**config.mk**
```make
export PLATFORM = sky130hd
export DESIGN_NAME = nn_mac_sequencer
export DESIGN_NICKNAME = d
export VERILOG_FILES = /design/src/rtl/nn_mac_sequencer.sv
export SDC_FILE = /design/constraint.sdc
export NUM_CORES = 1
export LEC_CHECK = 0
export CORE_ASPECT_RATIO = 0.5
export CORE_UTILIZATION = 42
export CTS_CLUSTER_SIZE = 14
export DETAILED_ROUTE_END_ITERATION = 12
export DONT_BUFFER_PORTS = 1
export GPL_ROUTABILITY_DRIVEN = 0
export PLACE_DENSITY = 0.61
export SKIP_CTS_REPAIR_TIMING = 1
export SLEW_MARGIN = 5
export SYNTH_ARGS = -nofsm -noshare
export SYNTH_HDL_FRONTEND = slang
export SYNTH_SLANG_ARGS = --single-unit
```
**constraint.sdc**
```tcl
create_clock -name clk -period 2 [get_ports clk]
set_clock_uncertainty 0.05 [all_clocks]
set_input_delay 0 -clock clk [delete_from_list [all_inputs] [get_ports clk]]
set_output_delay 0 -clock clk [all_outputs]
set_load 0.01 [all_outputs]
```
**src/rtl/nn_mac_sequencer.sv**
```systemverilog
// Control sequencer feeding a fixed-point neuron MAC: buffers one activation
// vector, then walks N_OUT neurons through bias load, N_IN accumulates and
// result capture with a valid/ready output. Define NN_SEQ_RELU_EN for fused ReLU.
module nn_mac_sequencer #(
  parameter int N_IN  = 4,
  parameter int N_OUT = 2,
  parameter int W_AW  = 3,
  parameter int B_AW  = 1
) (
  input  logic              clk,
  input  logic              rst,
  input  logic              in_valid,
  output logic              in_ready,
  input  logic [15:0]       in_data,
  output logic [W_AW-1:0]   w_addr,
  input  logic [15:0]       w_rdata,
  output logic [B_AW-1:0]   b_addr,
  input  logic [31:0]       b_rdata,
  output logic [3:0]        mac_ctrl,
  output logic [15:0]       mac_in,
  output logic [15:0]       mac_w,
  output logic [31:0]       mac_bias,
  input  logic [15:0]       mac_zout,
  output logic              out_valid,
  input  logic              out_ready,
  output logic [15:0]       out_data,
  output logic [B_AW-1:0]   out_idx,
  output logic              layer_done
);

  localparam int IW = (N_IN > 1) ? $clog2(N_IN) : 1;

  typedef enum logic [2:0] {S_IDLE, S_PREP, S_LOADB, S_ACC, S_HOLD, S_OUT} state_t;

  state_t             r_state, w_next;
  logic [IW-1:0]      r_k, r_i;
  logic [B_AW-1:0]    r_j;
  logic signed [15:0] r_buf [N_IN];
  logic               w_in_acc, w_out_acc, w_last_k, w_last_i, w_last_j;
  int                 w_off;

  function automatic logic [15:0] capture(input logic [15:0] z);
`ifdef NN_SEQ_RELU_EN
    return z[15] ? 16'd0 : z;
`else
    return z;
`endif
  endfunction

  assign out_valid = (r_state == S_OUT);
  assign w_in_acc  = in_valid && (r_state == S_IDLE);
  assign w_out_acc = out_valid && out_ready;
  assign w_last_k  = (r_k == IW'(N_IN - 1));
  assign w_last_i  = (r_i == IW'(N_IN - 1));
  assign w_last_j  = (r_j == B_AW'(N_OUT - 1));

  // ROM reads are registered, so addresses run one cycle ahead of their use
  assign b_addr   = r_j;
  assign w_addr   = W_AW'(int'(r_j) * N_IN + w_off);
  assign mac_w    = w_rdata;
  assign mac_bias = b_rdata;

  always_ff @(posedge clk or negedge rst) begin
    if (!rst) r_state <= S_IDLE;
    else      r_state <= w_next;
  end

  always_comb begin
    w_next   = r_state;
    in_ready = 1'b0;
    mac_ctrl = 4'b0000;
    mac_in   = 16'd0;
    w_off    = 0;
    case (r_state)
      S_IDLE: begin
        in_ready = 1'b1;
        mac_ctrl = 4'b1111;
        if (w_in_acc && w_last_k) w_next = S_PREP;
      end
      S_PREP: begin
        mac_ctrl = 4'b1111;
        w_next   = S_LOADB;
      end
      S_LOADB: begin
        mac_ctrl = 4'b1111;
        w_next   = S_ACC;
      end
      S_ACC: begin
        mac_in = r_buf[r_i];
        w_off  = int'(r_i) + 1;
        if (w_last_i) w_next = S_HOLD;
      end
      S_HOLD: w_next = S_OUT;
      // MAC has no enable: zero input with ctrl=0000 keeps its sum frozen
      S_OUT: begin
        if (out_ready) w_next = w_last_j ? S_IDLE : S_PREP;
      end
      default: ;
    endcase
  end

  always_ff @(posedge clk or negedge rst) begin
    if (!rst) begin
      r_k        <= '0;
      r_i        <= '0;
      r_j        <= '0;
      out_data   <= 16'd0;
      out_idx    <= '0;
      layer_done <= 1'b0;
    end else begin
      layer_done <= w_out_acc && w_last_j;
      if (w_in_acc)
        r_k <= w_last_k ? '0 : r_k + 1'b1;
      if (r_state == S_ACC)
        r_i <= w_last_i ? '0 : r_i + 1'b1;
      if (w_out_acc)
        r_j <= w_last_j ? '0 : r_j + 1'b1;
      if (r_state == S_HOLD) begin
        out_data <= capture(mac_zout);
        out_idx  <= r_j;
      end
    end
  end

  always_ff @(posedge clk) begin
    if (w_in_acc) r_buf[r_k] <= signed'(in_data);
  end

endmodule

```
Word level (Yosys, flattened, before mapping):

Memory sizes are Yosys's and may differ from the RTL's.
Cells that the tools add are included.
Widths: inputs -> output; s select.

* logic and storage cells: 45
* bits in registers: 26
* memories kept: 1
* bits in writable memories: 64

* mux-type cells: 14
* eq/ne operators: 10
* add/sub/neg operators: 5
* reductions and logical operators: 8

Memory list
* r_buf: words 4, bits a word 16, rd ports 1, clocked after Yosys merged registers in 0, write ports 1, line 38 `logic signed [15:0] r_buf [N_IN];`

Operator list (number)
* $pmux 3 s6: 1
* $mux 16: 1
* $mux 3: 4
* $eq 3x2->1 const B: 2
* $eq 3x3->1 const B: 2
* $reduce_bool 6->1: 1
* $mux 1: 5
* $add 2x1->2 const B: 2
* $eq 2x2->1 const B: 2
* $logic_and 1x1->1: 4
* $mux 2: 2
* $mux 4: 1
* $ne 2x1->1 const B: 2
* $reduce_and 4->1: 1
* $add 2x1->3 const B: 1
* $add 3x3->3: 1
* $eq 3x1->1 const B: 1
* $logic_not 3->1: 1
* $reduce_or 3->1: 1
* $ne 2x2->1 const B: 1
* $add 1x1->1 const B: 1

Longest topological paths before layout:

* depth in word-level cells: 5
* depth in mapped cells: 6
* depth with buffers taken out: 5

Worst setup path after synthesis:

Ideal clock, no wire load.

* path type: register -> register
* start point: register r_state[1]
* end point: memory r_buf[3][0] (enable)
* buffers on the path: 1
* data arrival time: 1.391 ns
* cell stages (with the launch flop): 4
* library setup time: 0.374 ns
* clock period less this slack: 1.815 ns
* required time: 1.576 ns
* path slack: 0.185 ns
* cells stage by stage: dfrtp_1 > buf_6 > nor3_2 > and3_1

* word-level cells in the longest chain between the ends: 4

RTL lines
* from (decl): line 35 `state_t r_state, w_next;`
* from (signal assigned): line 65 `else r_state <= w_next;`
* $logic_not 3->1: line 51 `assign w_in_acc = in_valid && (r_state == S_IDLE);`
* $logic_and 1x1->1: line 51
* $mux 1: line 126 `if (w_in_acc) r_buf[r_k] <= signed'(in_data);`
* $mux 1 (not written as such): line 126
* to (decl): line 38

Every way passes these cells.

Final worst setup path:

* start point: register r_state[0]
* end point: output port w_addr[2]

* word-level cells in the longest chain between the ends: 3

RTL lines
* $eq 3x2->1: line 74 `case (r_state)`
* $mux 3: line 74
* $add 3x3->3: line 59 `assign w_addr = W_AW'(int'(r_j) * N_IN + w_off);`
* to (decl): line 15 `output logic [W_AW-1:0] w_addr,`

Every way passes these cells.

==> summary.md <==
| Metric | Value |
|---|---|
| Max Clock Freq | 0.546 GHz |
| P_int | 0.00415 W |
| Clock group share of total power | 27.8% |
| Largest net degree at the start of global routing | 27 |
| ANT nets after route | 0 |
| Crit-path cells | nor2b_1 -> and2_1 -> nand2_1 -> xnor2_1 -> buf_4 |
| Die area | 0.0101 mm^2 |
| GRT Util Overall | 15.1% |
| Drt pass-1 iters | 4 |
| Std-Cell Rows | 24 |
| # diodes | 0 |
| Routed vias | 2142 |
| Sequential fraction of the synthesis area | 63.0% |
| Fin nets | 387 |
| Slew Limit Headroom | 77.0% |
| CP Buf/Inv Count | 1 |
| Layout cell share with drive strength beyond 1 | 19.8% |
| Min Tclk post-route | 1830 ps |
| Yosys cell types | 29 |
| Async S/R FF share, synth | 28.9% |
| Max cap viols | 0 |
| Combinational Power Share | 29.7% |
| Crit start category | flop |
| Detailed Route WL | 8200 um |
| Max VDD drop | 0.499 mV |
| Initial antenna violation count | 0 |
| Final HPWL DP | 5020 um |
| Top fanout value on the critical path | 10 |
| Status | complete, no violations |
| Power share of the sequential group | 42.5% |
| CP peak stage delay | 550 ps |
| Final slew viol count | 0 |
| CP required | 1950 ps |
| Synthesis Warnings | 0 |
| First-pass GRT wire length | 10900 um |
| Post-synth EDFFs | 64 |
| Cells after synthesis | 250 |
| Number of global-route vias before repair | 1940 |
| Mapped Area | 0.00408 mm^2 |
| Grt ovf | 0 |
| Slew @ Worst Pin | 345 ps |
| WS Path Type | flop to primary output |
| Chip height | 71.7 um |
| I/O pin total | 176 |
| H-tree levels | 3 |
| Initial DRC count | 68 |
| CP max stage cell | dfrtp_1 |
| Final setup fails | 0 |
| Non-Filler Instances | 433 |
| Port-buffer cells | 0 |
| Drt drc | 0 |
| Cts bufs inserted | 9 |
| CP endpoint kind | primary output |
| Root Buffer | clkbuf_16 |
| Unrepaired setup endpoints after global routing | false |
| P_leak | 1.97 nW |
| Placed cells | 333 |
| P&R area growth vs syn | 23.7% |
| Die W | 141 um |
| Mapped Avg Cell Area | 16.3 um^2 |
| CTS tree | done |
| Total negative slack | 0 ps |
| P_sw | 0.00184 W |
| Switching share of power | 30.7% |
| CP delay by family, top | simple AND/OR/NAND/NOR gates |
| Worst min-delay path category | input pin to async pin |
| Final Cycle Share | 91.5% |
| Final hold viol count | 0 |
| Wire per inst | 18.9 um |
| Post-Syn Nets | 339 |
| CP Data Arrival Time | 1780 ps |
| Ys flop type | edfxtp_1 |
| Clk sinks | 90 |
| Seq cells post-synth | 90 |
| Clk_lat worst skew | 340 ps |
| Filler cells | 726 |
| Power Density | 1190 mW/mm^2 |
| Core area | 0.00907 mm^2 |
| Initial core utilization | 45.0% |
| Clk slew on worst S/H paths | 60 ps |
| WHS | 73.2 ps |
| Clock tree buffer depth | 2 |
| Via/cell ratio | 4.95 |
-- state kept, by name, summed over array words and instances, names as in the netlist --
signal	count
r_buf	64
out_data	16
r_state	3
r_i	2
r_k	2
b_addr	1
layer_done	1
out_idx	1
-- cell usage after synthesis (2+ instances only) --
cell,count,area share [%]
buf_4,53,9.7
and3_1,21,3.2
ha_1,5,1.5
buf_6,2,0.55
mux4_1,9,5.8
and2_1,2,0.31
mux2_4,10,3.7
inv_1,2,0.18
nor2_1,4,0.37
a21oi_1,4,0.49
buf_2,3,0.37
mux2_2,7,1.9
nand2_1,10,0.92
xnor2_1,2,0.43
nor3_1,2,0.25
mux4_2,7,3.9
nor2b_1,2,0.31
dfrtp_1,26,16
o21ai_0,4,0.49
clkbuf_1,3,0.28
edfxtp_1,64,47
-- layout by cell type (no fill, tap or decap), types with 4 or more instances in the layout --
cell type	synthesis	final
and3_1	21	21
mux4_1	9	9
mux2_2	7	7
a21oi_1	4	4
dlygate4sd3_1	0	83
o21ai_0	4	4
nand2_1	10	10
buf_4	53	15
mux2_4	10	10
dfrtp_1	26	26
edfxtp_1	64	64
mux4_2	7	7
nor2_1	4	4
clkbuf_16	0	9
ha_1	5	5
-- cell type report --
type	instances	area, um^2	area share (%)
Sequential cell	90	2570	50.9
Clock inverter	7	77.6	1.54
Clock buffer	9	225	4.46
Timing Repair Buffer	100	983	19.5
Inverter	2	7.51	0.149
Multi-Input combinational cell	95	1020	20.2
Tap cell	130	163	3.22
-- power groups by stage --
stage,clock [W],combinational [W],sequential (W)
final,0.00167,0.00178,0.00255
after floorplan,0,0.00149,0.00248
after detailed placement,0,0.00161,0.00259
after global routing,0.00179,0.00192,0.00258
after CTS,0.00171,0.00162,0.00256
after global placement,0,0.00158,0.00258
-- layer usage --
metal	vias to the layer above	track usage, %	wire, um
li1	971	-	-
met4	0	8.36	216
met2	85	26.2	4440
met5	-	0	0
met3	16	7.15	484
met1	1070	15.3	3060
-- logic make-up (layout without fill, tap and decap cells) --
group           count (synthesis)  in the layout  share of synthesized area [%]
compound gates                 12             12                           1.72
xor+xnor                        2              2                          0.429
fa+ha+maj                       5              5                           1.53
buf+inv                        65            118                           12.0
flops                          90             90                           63.0
mux                            33             33                           15.3
simple gates                   43             43                           6.07
-- path summary, 6_finish.rpt --
check	from	end	slack, ps	cells after the start
max	r_state[0]$_DFFE_PN0P_	w_addr[2]	170	5
min	rst	out_data[3]$_DFFE_PN0P_	70	2
max reg2reg	r_state[0]$_DFFE_PN0P_	r_buf[0][2]$_DFFE_PP_	330	3
min reg2reg	out_idx$_DFFE_PN0P_	out_idx$_DFFE_PN0P_	530	1
max in group asynchronous	rst	out_data[6]$_DFFE_PN0P_	1680	2
min in group clk	in_valid	r_buf[2][0]$_DFFE_PP_	140	2
-- metrics by stage --
step	area, um^2	worst slack (ps)	utilization, %	total power (W)
after floorplan	4080	185	-	0.00396
after global placement	3900	403	43.0	0.00416
after detailed placement	3900	348	43.0	0.00420
after CTS	4200	154	46.3	0.00589
after global routing	5050	55.5	55.7	0.00629
final	5050	169	55.7	0.00600
Power figures use the tool's default switching activity.
